<file path="src/rtl/sys_ctrl_pkg.sv">
// Shared constants for the UART command controller: frame opcodes, FSM states
// and the fixed register-file addresses of the two ALU operands.
package sys_ctrl_pkg;

  localparam logic [7:0] OPC_WRITE   = 8'hAA;
  localparam logic [7:0] OPC_READ    = 8'hBB;
  localparam logic [7:0] OPC_ALU_OP  = 8'hCC;
  localparam logic [7:0] OPC_ALU_NOP = 8'hDD;

  localparam int unsigned OP_A_ADDR = 0;
  localparam int unsigned OP_B_ADDR = 1;

  typedef enum logic [3:0] {
    IDLE,
    WR_ADDR,
    WR_DATA,
    RD_ADDR,
    RD_WAIT,
    OP_A,
    OP_B,
    ALU_FUN,
    ALU_WAIT,
    TX_B0,
    TX_B1
  } state_t;

endpackage

</file>
<file path="src/rtl/sys_ctrl.sv">
// Command controller: turns RX byte frames into register-file writes/reads and
// ALU operations, and streams the response bytes into the TX FIFO.
module sys_ctrl
  import sys_ctrl_pkg::*;
#(
  parameter int DATA_WIDTH = 8,
  parameter int ADDR_WIDTH = 4,
  parameter int FUN_WIDTH  = 4
) (
  input  logic                    i_CLK,
  input  logic                    i_RST,
  input  logic [DATA_WIDTH-1:0]   i_RX_P_DATA,
  input  logic                    i_RX_D_VLD,
  input  logic [2*DATA_WIDTH-1:0] i_ALU_OUT,
  input  logic                    i_ALU_OUT_VLD,
  input  logic [DATA_WIDTH-1:0]   i_RdData,
  input  logic                    i_RdData_Valid,
  input  logic                    i_FIFO_FULL,
  output logic                    o_ALU_EN,
  output logic [FUN_WIDTH-1:0]    o_ALU_FUN,
  output logic                    o_CLK_GATE_EN,
  output logic [ADDR_WIDTH-1:0]   o_Address,
  output logic                    o_WrEn,
  output logic                    o_RdEn,
  output logic [DATA_WIDTH-1:0]   o_WrData,
  output logic [DATA_WIDTH-1:0]   o_TX_P_DATA,
  output logic                    o_TX_D_VLD
);

  state_t                  state;
  logic [2*DATA_WIDTH-1:0] result;
  logic                    two_byte;
  logic                    alu_arm;

  // NOTE: every register here is written with <= so all updates in this block
  // see the values from before the clock edge, independent of statement order.
  always_ff @(posedge i_CLK) begin
    if (i_RST) begin
      state         <= IDLE;
      result        <= '0;
      two_byte      <= 1'b0;
      alu_arm       <= 1'b0;
      o_ALU_EN      <= 1'b0;
      o_ALU_FUN     <= '0;
      o_CLK_GATE_EN <= 1'b0;
      o_Address     <= '0;
      o_WrEn        <= 1'b0;
      o_RdEn        <= 1'b0;
      o_WrData      <= '0;
    end else begin
      o_WrEn   <= 1'b0;
      o_RdEn   <= 1'b0;
      o_ALU_EN <= alu_arm;
      alu_arm  <= 1'b0;

      case (state)
        IDLE: begin
          if (i_RX_D_VLD) begin
            if (i_RX_P_DATA == DATA_WIDTH'(OPC_WRITE))        state <= WR_ADDR;
            else if (i_RX_P_DATA == DATA_WIDTH'(OPC_READ))    state <= RD_ADDR;
            else if (i_RX_P_DATA == DATA_WIDTH'(OPC_ALU_OP))  state <= OP_A;
            else if (i_RX_P_DATA == DATA_WIDTH'(OPC_ALU_NOP)) state <= ALU_FUN;
          end
        end

        WR_ADDR: begin
          if (i_RX_D_VLD) begin
            o_Address <= i_RX_P_DATA[ADDR_WIDTH-1:0];
            state     <= WR_DATA;
          end
        end

        WR_DATA: begin
          if (i_RX_D_VLD) begin
            o_WrData <= i_RX_P_DATA;
            o_WrEn   <= 1'b1;
            state    <= IDLE;
          end
        end

        RD_ADDR: begin
          if (i_RX_D_VLD) begin
            o_Address <= i_RX_P_DATA[ADDR_WIDTH-1:0];
            o_RdEn    <= 1'b1;
            state     <= RD_WAIT;
          end
        end

        RD_WAIT: begin
          if (i_RdData_Valid) begin
            result   <= {{DATA_WIDTH{1'b0}}, i_RdData};
            two_byte <= 1'b0;
            state    <= TX_B0;
          end
        end

        OP_A: begin
          if (i_RX_D_VLD) begin
            o_Address <= ADDR_WIDTH'(OP_A_ADDR);
            o_WrData  <= i_RX_P_DATA;
            o_WrEn    <= 1'b1;
            state     <= OP_B;
          end
        end

        OP_B: begin
          if (i_RX_D_VLD) begin
            o_Address <= ADDR_WIDTH'(OP_B_ADDR);
            o_WrData  <= i_RX_P_DATA;
            o_WrEn    <= 1'b1;
            state     <= ALU_FUN;
          end
        end

        ALU_FUN: begin
          if (i_RX_D_VLD) begin
            o_ALU_FUN     <= i_RX_P_DATA[FUN_WIDTH-1:0];
            o_CLK_GATE_EN <= 1'b1;
            alu_arm       <= 1'b1;
            state         <= ALU_WAIT;
          end
        end

        ALU_WAIT: begin
          // A result cannot precede the enable strobe, so ignore it until then.
          if (i_ALU_OUT_VLD && !alu_arm) begin
            result        <= i_ALU_OUT;
            two_byte      <= 1'b1;
            o_CLK_GATE_EN <= 1'b0;
            state         <= TX_B0;
          end
        end

        TX_B0: begin
          if (!i_FIFO_FULL) state <= two_byte ? TX_B1 : IDLE;
        end

        TX_B1: begin
          if (!i_FIFO_FULL) state <= IDLE;
        end

        default: state <= IDLE;
      endcase
    end
  end

  // The write strobe is qualified by the live FIFO-full flag so a byte is
  // never pushed in a cycle where the FIFO reports full.
  always_comb begin
    o_TX_D_VLD  = 1'b0;
    o_TX_P_DATA = '0;
    if (state == TX_B0) begin
      o_TX_D_VLD  = !i_FIFO_FULL;
      o_TX_P_DATA = result[DATA_WIDTH-1:0];
    end else if (state == TX_B1) begin
      o_TX_D_VLD  = !i_FIFO_FULL;
      o_TX_P_DATA = result[2*DATA_WIDTH-1:DATA_WIDTH];
    end
  end

endmodule

</file>
<file path="config.mk">
export PLATFORM = sky130hd
export DESIGN_NAME = sys_ctrl
export DESIGN_NICKNAME = d
export VERILOG_FILES = /design/src/rtl/sys_ctrl_pkg.sv /design/src/rtl/sys_ctrl.sv
export SDC_FILE = /design/constraint.sdc
export NUM_CORES = 1
export LEC_CHECK = 0
export ABC_AREA = 1
export CORE_MARGIN = 5
export CORE_UTILIZATION = 48
export CTS_BUF_LIST = sky130_fd_sc_hd__clkbuf_2 sky130_fd_sc_hd__clkbuf_4 sky130_fd_sc_hd__clkbuf_8
export CTS_CLUSTER_DIAMETER = 150
export DETAILED_ROUTE_END_ITERATION = 6
export GPL_TIMING_DRIVEN = 0
export HOLD_SLACK_MARGIN = 0.1
export PLACE_DENSITY_LB_ADDON = 0.2
export REMOVE_ABC_BUFFERS = 1
export SYNTH_ARGS = -nofsm -noshare
export SYNTH_HDL_FRONTEND = slang
export SYNTH_SLANG_ARGS = --single-unit
</file>
<file path="constraint.sdc">
create_clock -name i_CLK -period 1.7 [get_ports i_CLK]
set_input_delay 0.425 -clock i_CLK [delete_from_list [all_inputs] [get_ports i_CLK]]
set_output_delay 0.425 -clock i_CLK [all_outputs]
set_load 0.01 [all_outputs]
</file>
==> flow_metrics.py, run 1 <==
metrics = {
    "critical_path": {
        "max_stage_delay_ns": 0.37,
        "worstSetupPathType": "reg -> out",
        "rr_worst_depth": 10,
        "cp-start-kind": "register",
        "critPathSlowestCell": "dfxtp_4",
        "cp_data_arrival_time_ns": 1.32,
        "path_cells": "inv_4 > nor2_8 > buf_12 > nand3_1 > o21ai_1 > buf_2",
        "end_kind": "primary output",
        "crit_required_ns": 1.27,
        "crit_fanout": 5,
    },
    "synth": {
        "synth.area.mux_share": 0,
        "synth_compound_area_frac": 0.124,
        "synth_adder_area_share": 0,
        "synth_area_mm2": 0.00208,
        "ys.warnings.count": 0,
        "synth_simple_gate_area_frac": 0.375,
        "synthXorXnorAreaFrac": 0,
        "synth_cell_types": 23,
        "synthCells": 308,
        "synth_top_family_by_area": "simple AND/OR/NAND/NOR gates",
        "synth_seq_area_share": 0.404,
        "yosys_register_bits": 42,
        "syn_area_per_cell_um2": 6.75,
    },
    "routing": {
        "met1Wirelength_um": 2600,
        "drc_errors": 0,
        "wl_met3_um": 322,
        "routed_wl_um": 5940,
        "detail_route.wl_per_cell_um": 13.5,
        "drt-initial-drc-count": 197,
        "dr_total_vias": 2212,
        "via_per_inst": 5.04,
        "dr.pass1.iters": 4,
        "antenna_left": 0,
        "dr.max_layer_used": "met4",
        "met2_length_um": 2930,
    },
    "grt": {
        "first_global_vias": 2027,
        "grt_max_degree": 26,
        "antenna_found_initial": 0,
        "grt_first_pass_wirelength_um": 9410,
        "grt.overflow.total": 0,
        "grt_usage": 0.214,
    },
    "cells_and_area": {
        "num-nets-final": 425,
        "final_common_cell": "nand2_1",
        "fin_util": 0.713,
        "finalNonFillerCells": 439,
        "drive_gt1_frac": 0.183,
        "area_growth_pct": 46.3,
        "final_cell_mix": "nand2_1 (77), clkdlybuf4s50_1 (55), nor2_1 (54), dfxtp_1 (38), nand3_1 (22)",
        "n_antenna_cell": 0,
    },
    "sta": {
        "rsz0062_at_grt": "yes",
        "worstMarginPinSlew_ns": 0.695,
        "fin_skew_ns": 0.0116,
        "timing.slew.headroom": 0.537,
        "hold_viol_final": 0,
        "worst_slack_ns": -0.0413,
        "fin_crit_sh": 1.02,
        "fin_setup_tns_ns": -0.169,
        "hold_ws_ns": 0.430,
        "fmax_ghz": 0.574,
        "min_period_ns": 1.74,
        "setup_viol": 9,
        "slew_violations": 0,
    },
    "power": {
        "p_leak_nw": 1.36,
        "powerDensity_mw_per_mm2": 1280,
        "vdd_drop_max_v": 0.000857,
        "finalPower_mw": 3.90,
    },
    "place": {
        "hpwl_um": 3860,
        "gp_congestion": 0.847,
        "dp_cells": 416,
        "port_buffers": 66,
    },
    "clock_network": {
        "clock-sinks": 42,
        "clockBufferDepth": 2,
        "clk_pin_slew_worst_paths_ns": 0.09,
        "cts_tree": "built",
        "clockRootBuffer": "clkbuf_8",
        "numCtsBuffers": 5,
        "clock_latency_ns": 0.30,
        "cts.htree.levels": 2,
    },
    "die": {
        "core.rowCount": 24,
        "initial_utilization": 0.488,
        "die_area_mm2": 0.00575,
        "dieWidth_um": 75.8,
        "core_mm2": 0.00426,
        "ios": 67,
        "die-height_um": 75.8,
    },
    "flow_run": {
        "max-cap-violations": 0,
    },
    "run_status": {
        "status": "finished with violations",
        "failed_checks": "negative setup slack",
    },
    "worst_hold_path": {
        "holdPathStages": 2,
        "min_path_type": "reg -> reg",
    },
}
## cell type report
| type | instances | area [µm²] |
|---|---|---|
| repair inverters | 1 | 7.51 |
| clock buffers | 6 | 82.6 |
| multi-input cells | 226 | 1100 |
| fillers | 341 | 1220 |
| repair buffers | 81 | 777 |
| clock inverters | 1 | 30.0 |
| inverters | 30 | 125 |
| well taps | 52 | 65.1 |
| flip-flops and latches | 42 | 853 |
## where the power goes
part	internal (mW)	total, mW	switching, mW
Sequential	1.23	1.36	0.134
Clock	0.470	0.807	0.337
Combinational	0.736	1.73	0.992
## synth_stat cells (all sizes together)
master,instances,area share
a21oi,22,0.055
buf,8,0.037
clkbuf,2,0.0036
clkinv,3,0.0066
dfxtp,42,0.40
inv,27,0.049
nand2,86,0.17
nand3,28,0.067
nand3b,2,0.013
nor2,59,0.12
nor3,1,0.0024
o21ai,28,0.069
## flip-flops by register name (all words and copies together), names as in the netlist
signal         cells
o_ALU_EN           1
o_WrEn             1
o_Address          4
o_WrData           8
alu_arm            1
o_RdEn             1
o_CLK_GATE_EN      1
result            16
state              4
two_byte           1
o_ALU_FUN          4
## stage by stage
stage | worst slack, ns | area (µm²)
after floorplan | 0.154 | 1990
after detailed placement | -0.564 | 2720
after global routing | -0.0952 | 3040
final | -0.0413 | 3040
after CTS | -0.0429 | 2950
after global placement | -0.571 | 2720
## logic make-up (layout without fill, tap and decap cells)
kind of cell | count (synthesis) | after routing
flops | 42 | 42
compound gates | 50 | 50
buf+inv | 40 | 119
simple gates | 176 | 176
## per-layer routing
layer  global-route usage  up-vias
li1                     -     1131
met1                0.282     1001
met3               0.0528       12
met4               0.0718        0
met5                    0        -
met2                0.342       68
## worst paths after layout
path | startpoint | to | slack [ns]
min reg2reg | alu_arm | o_ALU_EN | 0.43
max | state[3] | o_TX_P_DATA[2] | -0.04
min | alu_arm | o_ALU_EN | 0.43
max reg2reg | state[0] | state[3] | 0.15
## worst max-delay path, delay by kind of cell (launching register included)
kind,cells,cell delay [ns]
AO/OA/AOI/OAI,1,0.08
buffers and inverters,3,0.34
flip-flops,1,0.37
AND/OR/NAND/NOR,2,0.23
## what timing repair did
action / CTS / global route
buffers inserted: 12 / 2
pin swaps: 4 / 9
resized for setup: 58 / 18
endpoints found under the hold margin: 0 / 0
hold buffers: 0 / 0
endpoints found under the setup margin: 41 / 26
gates cloned: 1 / 1
(Power assumes the default switching activity.)
==> run 2, diff against run 1 <==
--- a/config.mk
+++ b/config.mk
@@ -8,9 +8,10 @@
 export ABC_AREA = 1
 export CORE_MARGIN = 5
 export CORE_UTILIZATION = 48
-export CTS_BUF_LIST = sky130_fd_sc_hd__clkbuf_2 sky130_fd_sc_hd__clkbuf_4 sky130_fd_sc_hd__clkbuf_8
+export CTS_BUF_LIST = sky130_fd_sc_hd__clkbuf_4 sky130_fd_sc_hd__clkbuf_8
 export CTS_CLUSTER_DIAMETER = 150
 export DETAILED_ROUTE_END_ITERATION = 6
+export GPL_ROUTABILITY_DRIVEN = 0
 export GPL_TIMING_DRIVEN = 0
 export HOLD_SLACK_MARGIN = 0.1
 export PLACE_DENSITY_LB_ADDON = 0.2
==> run 2 against run 1 <==
Effect of this change:
- final area increased by 1.5%
- largest power group unchanged
- largest cell class unchanged
- die area unchanged
- maximum frequency decreased by 2.6%
- total power increased by 6.7%
- the flow still finishes with violations (negative setup slack)
- sequential power about the same
- via count increased by 4.2%
- clock skew decreased by 0.0070 ns
- non-clock buffer count increased by 2
- clock power increased by 21%
- sequential cell count unchanged
==> flow_metrics.py, run 2 (synthesis results as in run 1) <==
metrics = {
    "power": {
        "finalPower_mw": 4.16,
        "comb_power_share": 0.437,
        "power_frac_clock": 0.234,
        "power.internal_mw": 2.61,
        "powerDensity_mw_per_mm2": 1350,
        "p_seq_frac": 0.329,
        "power_switching_mw": 1.55,
        "netSwitchingFraction": 0.372,
        "p_leak_nw": 1.39,
        "vdd_drop_max_v": 0.000716,
    },
    "routing": {
        "dr_total_vias": 2306,
        "detail_route.wl_per_cell_um": 14.5,
        "drc_errors": 0,
        "dr.pass1.iters": 4,
        "via_per_inst": 5.21,
        "routed_wl_um": 6430,
        "drt-initial-drc-count": 222,
        "antenna_left": 0,
    },
    "clock_network": {
        "postCtsHoldBufs": 0,
        "cts.htree.levels": 2,
        "cts_tree": "built",
        "numCtsBuffers": 5,
        "clock_latency_ns": 0.30,
        "clockBufferDepth": 2,
        "clock-sinks": 42,
        "clk_pin_slew_worst_paths_ns": 0.08,
        "clockRootBuffer": "clkbuf_8",
    },
    "cells_and_area": {
        "reg_top3": "result (16), o_WrData (8)",
        "num-nets-final": 428,
        "largest_reg_flops": 16,
        "n_antenna_cell": 0,
        "area_growth_pct": 48.4,
        "final_common_cell": "nand2_1",
        "largest_register": "result",
        "fin_util": 0.724,
        "drive_gt1_frac": 0.197,
        "fillers": 334,
        "final_cell_mix": "nand2_1 (77), clkdlybuf4s50_1 (56), nor2_1 (53), dfxtp_1 (38), nand3_1 (26)",
        "final_cell_area_mm2": 0.00309,
    },
    "sta": {
        "hold_viol_final": 0,
        "fin_setup_tns_ns": -0.387,
        "fin_skew_ns": 0.00452,
        "rsz0062_at_grt": "yes",
        "fin_crit_sh": 1.05,
        "worstMarginPinSlew_ns": 0.382,
        "setup_viol": 9,
        "fmax_ghz": 0.559,
        "worst_slack_ns": -0.0886,
        "min_period_ns": 1.79,
        "timing.slew.headroom": 0.745,
        "slew_violations": 0,
    },
    "grt": {
        "grt.overflow.total": 0,
        "first_global_vias": 2102,
        "antenna_found_initial": 0,
        "grt_max_degree": 26,
        "grt_usage": 0.221,
        "grt_first_pass_wirelength_um": 9650,
    },
    "die": {
        "dieWidth_um": 75.8,
        "ios": 67,
        "initial_utilization": 0.488,
        "die-height_um": 75.8,
        "die_area_mm2": 0.00575,
        "core_mm2": 0.00426,
        "core.rowCount": 24,
    },
    "critical_path": {
        "crit_required_ns": 1.27,
        "end_kind": "primary output",
        "path_cells": "inv_6 > nor2_8 > buf_6 > nand2_4 > a21oi_2 > buf_2",
        "cp_data_arrival_time_ns": 1.36,
        "worstSetupPathType": "reg -> out",
        "max_stage_delay_ns": 0.37,
        "cp-start-kind": "register",
        "crit_family": "flip-flops",
        "crit_fanout": 6,
        "critPathSlowestCell": "dfxtp_4",
        "crit_buf_inv": 3,
    },
    "place": {
        "hpwl_um": 3850,
        "port_buffers": 66,
        "dpl_cell_area_mm2": 0.00272,
    },
    "run_status": {
        "failed_checks": "negative setup slack",
        "status": "finished with violations",
    },
    "flow_run": {
        "max-cap-violations": 0,
    },
    "worst_hold_path": {
        "min_path_type": "reg -> reg",
    },
}
==> run 2: cell types whose count changed in the layout (fill, tap and decap cells not counted), moves of 2 or more <==
cell / before / now
o21ai_2: 2 / 5
inv_6: 0 / 3
buf_4: 11 / 13
nand3_2: 6 / 2
nand3_1: 22 / 26
clkinv_2: 3 / 1
o21ai_1: 8 / 5
==> run 2: final cells by class <==
| class | instances | area (µm²) | share of cell area |
|---|---|---|---|
| multi-input cells | 227 | 1110 | 0.360 |
| flip-flops and latches | 42 | 856 | 0.277 |
| repair buffers | 83 | 771 | 0.250 |
| inverters | 30 | 135 | 0.0438 |
| clock buffers | 6 | 82.6 | 0.0268 |
| well taps | 52 | 65.1 | 0.0211 |
| clock inverters | 2 | 60.1 | 0.0195 |
| repair inverters | 1 | 7.51 | 0.00243 |
==> run 2: per-layer routing <==
| metal | global-route usage | vias up | part of all wire |
|---|---|---|---|
| met5 | 0 | - | 0 |
| met4 | 0.0777 | 0 | 0.019 |
| met3 | 0.0515 | 19 | 0.067 |
| met2 | 0.366 | 97 | 0.50 |
| met1 | 0.279 | 1046 | 0.41 |
| li1 | - | 1144 | - |
==> run 2: final timing paths <==
check	startpoint	depth (start not counted)	endpoint	slack (ns)
worst max-delay path	state[3]	6	o_TX_D_VLD	-0.09
worst min register to register	alu_arm	2	o_ALU_EN	0.44
worst max register to register	state[3]	11	state[3]	0.01
worst min-delay path	alu_arm	2	o_ALU_EN	0.44
==> run 2: per-stage QoR <==
step	hold WS, ns	instances	setup slack [ns]
3_5_place_dp	0.439	416	-0.574
6_report	0.438	443	-0.0886
3_3_place_gp	0.424	416	-0.561
2_1_floorplan	0.409	298	0.154
4_1_cts	0.449	437	-0.0311
5_1_grt	0.457	443	-0.126
==> run 2: power by group through the flow <==
| stage | clock [mW] | sequential, mW | combinational (mW) |
|---|---|---|---|
| floorplan | 0 | 1.39 | 0.923 |
| global placement | 0 | 1.37 | 1.41 |
| detailed placement | 0 | 1.38 | 1.43 |
| CTS | 0.987 | 1.35 | 1.63 |
| global route | 1.03 | 1.39 | 2.00 |
| finish | 0.974 | 1.37 | 1.82 |
==> run 2: tightest hold or removal path: stages (launching register included) <==
cell and delay, ns:
dfxtp_1 0.30, inv_1 0.06, nor2_1 0.04
==> run 2: what timing repair did <==
item / CTS / global route
gates resized for setup: 61 / 23
cloned: 1 / 1
pin swaps: 3 / 9
endpoints found under the setup margin: 42 / 30
buffers inserted: 12 / 5
